`config.mk`:
```
export PLATFORM = sky130hd
export DESIGN_NAME = fetch_unit
export DESIGN_NICKNAME = d
export VERILOG_FILES = /design/src/rtl/fetch_unit.sv
export SDC_FILE = /design/constraint.sdc
export NUM_CORES = 1
export LEC_CHECK = 0
export ABC_AREA = 1
export BUFFER_PORTS_ARGS = -buffer_cell sky130_fd_sc_hd__buf_2
export CORE_ASPECT_RATIO = 1.4
export CORE_UTILIZATION = 30
export DETAILED_ROUTE_END_ITERATION = 8
export PLACE_DENSITY = 0.53
export SLEW_MARGIN = 20
export SYNTH_ARGS = -nofsm -noshare
export SYNTH_HDL_FRONTEND = slang
export SYNTH_SLANG_ARGS = --single-unit
```
`constraint.sdc`:
```
create_clock -name CLK -period 2.2 [get_ports CLK]
set_input_delay 0.33 -clock CLK [delete_from_list [all_inputs] [get_ports CLK]]
set_output_delay 0.33 -clock CLK [all_outputs]
set_load 0.01 [all_outputs]
```
`src/rtl/fetch_unit.sv`:
```
// Instruction-side responder for the multicycle controller: owns PC, IR and STAT,
// resolves sequential/absolute/relative next-PC and freezes fetch on the halt opcode.
module fetch_unit #(
  parameter int unsigned ADDR_W  = 16,
  parameter int unsigned DATA_W  = 32,
  parameter logic [3:0]  HALT_OP = 4'hF
) (
  input  logic              CLK,
  input  logic              RST_F,
  input  logic              PC_RST,
  input  logic              PC_WRITE,
  input  logic              PC_SEL,
  input  logic              BR_SEL,
  input  logic [DATA_W-1:0] IMEM_DATA,
  input  logic [3:0]        ALU_STAT,
  input  logic              STAT_WE,
  output logic [ADDR_W-1:0] IMEM_ADDR,
  output logic [ADDR_W-1:0] PC,
  output logic [3:0]        OPCODE,
  output logic [3:0]        MM,
  output logic [3:0]        STAT,
  output logic              BR_TAKEN,
  output logic              HALTED
);

  typedef enum logic {
    S_RUN  = 1'b0,
    S_HALT = 1'b1
  } state_t;

  state_t            r_state, w_state_nxt;
  logic [ADDR_W-1:0] r_pc, w_pc_nxt;
  logic [DATA_W-1:0] r_ir, w_ir_nxt;
  logic [3:0]        r_stat;
  logic              r_br_taken, w_br_nxt;
  logic              r_sel_q;
  logic              w_br_fire;
  logic [15:0]       w_imm;
  logic [ADDR_W-1:0] w_imm_zx, w_imm_sx;
  logic              w_unused_ir;

  assign w_imm    = r_ir[15:0];
  assign w_imm_zx = ADDR_W'(w_imm);
  assign w_imm_sx = ADDR_W'($signed(w_imm));

  // Only the first cycle of a held PC_SEL level counts, and never while halted.
  assign w_br_fire = PC_SEL & ~r_sel_q & (r_state == S_RUN);

  always_comb begin
    w_state_nxt = r_state;
    w_pc_nxt    = r_pc;
    w_ir_nxt    = r_ir;
    w_br_nxt    = 1'b0;
    if (PC_RST) begin
      w_state_nxt = S_RUN;
      w_pc_nxt    = '0;
      w_ir_nxt    = '0;
    end else if (r_state == S_RUN) begin
      if (w_br_fire) begin
        w_br_nxt = 1'b1;
        w_pc_nxt = BR_SEL ? w_imm_zx : (r_pc + w_imm_sx);
      end else if (PC_WRITE) begin
        w_ir_nxt = IMEM_DATA;
        w_pc_nxt = r_pc + ADDR_W'(1);
        if (IMEM_DATA[DATA_W-1 -: 4] == HALT_OP) begin
          w_state_nxt = S_HALT;
        end
      end
    end
  end

  always_ff @(posedge CLK) begin
    if (!RST_F) begin
      r_state    <= S_RUN;
      r_pc       <= '0;
      r_ir       <= '0;
      r_stat     <= '0;
      r_br_taken <= 1'b0;
      r_sel_q    <= 1'b0;
    end else begin
      r_state    <= w_state_nxt;
      r_pc       <= w_pc_nxt;
      r_ir       <= w_ir_nxt;
      r_br_taken <= w_br_nxt;
      r_sel_q    <= PC_RST ? 1'b0 : PC_SEL;
      // STAT keeps tracking the ALU in HALT and survives PC_RST.
      if (STAT_WE) begin
        r_stat <= ALU_STAT;
      end
    end
  end

  assign w_unused_ir = ^r_ir[DATA_W-9:16];

  assign IMEM_ADDR = r_pc;
  assign PC        = r_pc;
  assign OPCODE    = r_ir[DATA_W-1 -: 4];
  assign MM        = r_ir[DATA_W-5 -: 4];
  assign STAT      = r_stat;
  assign BR_TAKEN  = r_br_taken;
  assign HALTED    = (r_state == S_HALT);

endmodule

```
# --- Yosys cells after proc, flatten, opt, wreduce, memory -nomap -nowiden ---
# Cells that the tools add are included.
op_classes:
  eq_ne: 1
  n_addsub: 2
  n_bitwise: 6
  reduce_logical: 5
  mux: 8
op_table:
  columns: ["operator", "count"]
  rows:
  - ["$mux 16", 3]
  - ["$add 16x1->16 const B", 1]
  - ["$add 16x16->16", 1]
  - ["$mux 1", 5]
  - ["$eq 4x4->1 const B", 1]
  - ["$not 1->1", 4]
  - ["$reduce_and 3->1", 1]
  - ["$reduce_or 3->1", 1]
  - ["$and 1x1->1", 2]
  - ["$reduce_and 2->1", 1]
  - ["$reduce_bool 2->1", 1]
  - ["$reduce_or 2->1", 1]
totals:
  regBits: 55
  input_bits: 43
  elab_cells: 28
  output_inout_bits: 46

# --- Logic depth before layout (Yosys ltp) ---
logic_depth:
  ltp_word: 5
  mapped_depth: 12
  depth_no_buf: 12

# --- Least setup slack after synthesis ---
# Ideal clock, no wire load.
synth_path:
  path_type: "flip-flop to flip-flop"
  start: "register r_pc[0], in the netlist IMEM_ADDR[0]"
  end: "register r_pc[8], in the netlist IMEM_ADDR[8]"
  n_path_buf: 0
  synth_period_minus_slack_ns: 1.796
  setup_ns: 0.119
  slack_ns: 0.404
  stages_incl_launch_ff: 12
  arrival_time_ns: 1.677
  required_ns: 2.081
  cell_sequence: "dfxtp_1 ha_1 fa_1 nand2_1 nand2_1 and2_1 nand2_1 nand2_1 xnor2_1 nand2_1 nand2_1 a21oi_1"
synth_between:
  elab_chain_cells: 3
  word_cells_on_any_way: 5
  classes_between: "2 x add/sub; 3 x mux"
synth_rtl:
  columns: ["element", "line", "source"]
  rows:
  - ["start, declared", "32", "logic [ADDR_W-1:0] r_pc, w_pc_nxt;"]
  - ["start signal, assigned", "82", "r_pc <= w_pc_nxt;"]
  - ["$add 16x1->16 or $add 16x16->16 (tied branches)", "64, 61", null]
  - ["$mux 16 (on tied branches)", "62, 61", null]
  - ["$mux 16 *", "59", "if (w_br_fire) begin"]
# Every way passes the cells marked *; elsewhere a longest branch is shown, timed or not. The select of a mux whose other input is x is not followed.
# A chain may end at the register's enable or synchronous reset.

# --- Worst setup path in the final report ---
layout_path:
  start: "register r_pc[0], in the netlist IMEM_ADDR[0]"
  end: "register r_pc[14], in the netlist IMEM_ADDR[14]"
# The elaborated chain is that of the path after synthesis.

==> impl_metrics.json <==
{
  "antenna_found_initial": 0,
  "hold_viol_final": 0,
  "drive_above_1_share_pct": 19.6,
  "tns_ns": 0,
  "htreeDepth": 2,
  "critPathArrivalTime_ns": 2.11,
  "wirelength_um": 9820,
  "post-route-period-util_pct": 87.6,
  "first_pass_iters": 6,
  "final_area_um2": 4010,
  "rows": 45,
  "ir_drop_v": 0.000291,
  "p_total_uw": 2200,
  "num_antenna_cells": 0,
  "postCtsSetupBuffers": 0,
  "yosys_warnings": 0,
  "swShare_pct": 28.5,
  "die_area_um2": 11800,
  "synthTopCellsByArea": "dfxtp_1 28%, nand2_1 13%, nor2_1 11%",
  "synth_edf_count": 0,
  "cp.required_ns": 2.38,
  "cp_max_fo": 7,
  "synth.yosys.seq_area_share_pct": 27.7,
  "rsz0062_at_grt": "false",
  "area_growth_pct": 17.9,
  "async_flop_share_pct": 0,
  "cp-end-kind": "register",
  "power.internal_uw": 1570,
  "die_x_um": 92.0,
  "min_period_ns": 1.93,
  "share_comb_of_total_power_pct": 17.0,
  "clock_skew_ns": 0.00783,
  "cts.sinks": 47,
  "synth_area_um2": 3400,
  "ys_types": 35,
  "path_clk_slew_ns": 0.07,
  "cts_root_buf": "clkbuf_16",
  "core_area_um2": 10900,
  "clk_latency_ns": 0.30,
  "wl_per_cell_um": 13.1,
  "placed_area_um2": 3830,
  "io_buffers": 80,
  "ctsResizeCount": 0,
  "tritoncts": "done",
  "synthFlopType": "dfxtp_1",
  "gp_congestion": 0.856,
  "numCtsBuffers": 5,
  "path_class": "reg2reg",
  "p_clk_share_pct": 41.4,
  "drtIter0Drc": 175,
  "hold_buffers": 0,
  "syn_avg_cell_area_um2": 6.28,
  "gr-usage-all-layers_pct": 17.4,
  "synthCells": 541,
  "status": "completed",
  "ant_nets": 0,
  "yosysTopAreaCell": "dfxtp_1",
  "power.switching_uw": 626,
  "vias": 3556,
  "hold_slack_ns": 0.254,
  "syn_nets": 601,
  "synthTopCellsByCount": "120 x nand2_1, 96 x nor2_1, 63 x inv_1, 57 x o21ai_0, 47 x dfxtp_1",
  "startpoint_type": "register",
  "cap_violations": 0,
  "hold_class": "in2reg",
  "grt_pass1_vias": 3381,
  "yosysMostFrequentCell": "nand2_1",
  "grt_overflow": 0,
  "setup_violations": 0,
  "ys_ff_latch": 47,
  "drc": 0,
  "die_h_um": 128,
  "worst_slew_pin_slew_ns": 0.341,
  "io_pins": 89,
  "cts_max_path_buffers": 2,
  "fin_nets": 667,
  "post_drt_via_cell_ratio": 4.75,
  "slew_headroom_pct": 77.2,
  "grt_max_degree": 29,
  "hpwl_um": 7570,
  "setup_ws_ns": 0.273,
  "maxSlewViolCount": 0,
  "yosysTopAreaCellShare_pct": 27.7,
  "grt_pass1_wl_um": 16000,
  "initial_core_util_pct": 31.1,
  "power_leakage_uw": 0.00208,
  "max_clock_freq_mhz": 519,
  "dp_slack_ns": 0.297,
  "seqPwrFrac_pct": 41.6,
  "power_density_nw_per_um2": 548
}
[final timing paths]
check                                    from            end  slack, ns  depth (start not counted)
worst min-delay path            IMEM_DATA[27]       r_ir[27]       0.25                          3
worst max register to register   IMEM_ADDR[0]  IMEM_ADDR[14]       0.27                         12
worst max-delay path             IMEM_ADDR[0]  IMEM_ADDR[14]       0.27                         12
worst min register to register        r_ir[0]        r_ir[0]       0.47                          2
[cells by family after synthesis]
group | count (synthesis) | share of synthesized area [%]
simple gates | 269 | 33.7
flops | 47 | 27.7
buf+inv | 106 | 15.6
xor+xnor | 9 | 2.32
fa+ha+maj | 17 | 6.48
compound gates | 93 | 14.3
[cell usage in the layout, fill, tap and decap left out, types with 3 or more instances in the layout]
cell	synthesis	layout
inv_1	63	63
and2_1	3	3
nor2_1	96	95
nand4_1	3	3
buf_2	3	80
nor2_2	2	3
xor2_1	7	7
ha_1	16	16
dfxtp_1	47	47
nand2_1	120	120
buf_4	27	16
inv_2	3	3
a21oi_1	27	27
clkbuf_16	0	5
nor3_1	5	5
o211ai_1	4	4
o21ai_0	57	57
nand3_1	29	29
nor2_4	3	3
[critical path, stage by stage, from the launching register on]
cell      delay [ns]
dfxtp_1         0.38
ha_1            0.26
fa_1            0.40
nand2_1         0.11
nand2_1         0.07
nand3b_1        0.10
nand2_1         0.11
nand2_1         0.10
nand2_1         0.06
nand2_1         0.06
nand3_1         0.06
nand2_1         0.06
a21oi_1         0.05
[power groups by stage]
stage                     sequential, uW  clock, uW  combinational [uW]
after CTS                            916        940                 379
after floorplan                      943          0                 244
after detailed placement             935          0                 377
after global routing                 919        964                 423
after global placement               935          0                 371
final                                915        909                 373
[routing by layer]
metal,share of wire (%),GRT usage [%],up-vias
li1,-,-,1833
met4,2.9,8.18,0
met5,0,0,-
met3,4.3,2.55,14
met2,51,32.4,86
met1,41,19.0,1623
[area by class of cell]
class,count,area [um^2]
fillers,1246,6920
multi-input cells,388,1930
flip-flops and latches,47,941
repair buffers,96,520
inverters,69,267
well taps,141,176
clock buffers,5,125
clock inverters,3,47.5
[metrics by stage]
| step | cells | utilization [%] |
|---|---|---|
| finish | 749 | 36.7 |
| global route | 749 | 36.7 |
| CTS | 749 | 36.7 |
| detailed placement | 741 | 35.1 |
| global placement | 741 | 35.1 |
| floorplan | 541 | - |
[state kept, by name, summed over array words and instances (netlist names)]
name / cells
r_ir: 24
IMEM_ADDR: 16
STAT: 4
BR_TAKEN: 1
HALTED: 1
r_sel_q: 1
Power figures use the tool's default switching activity.
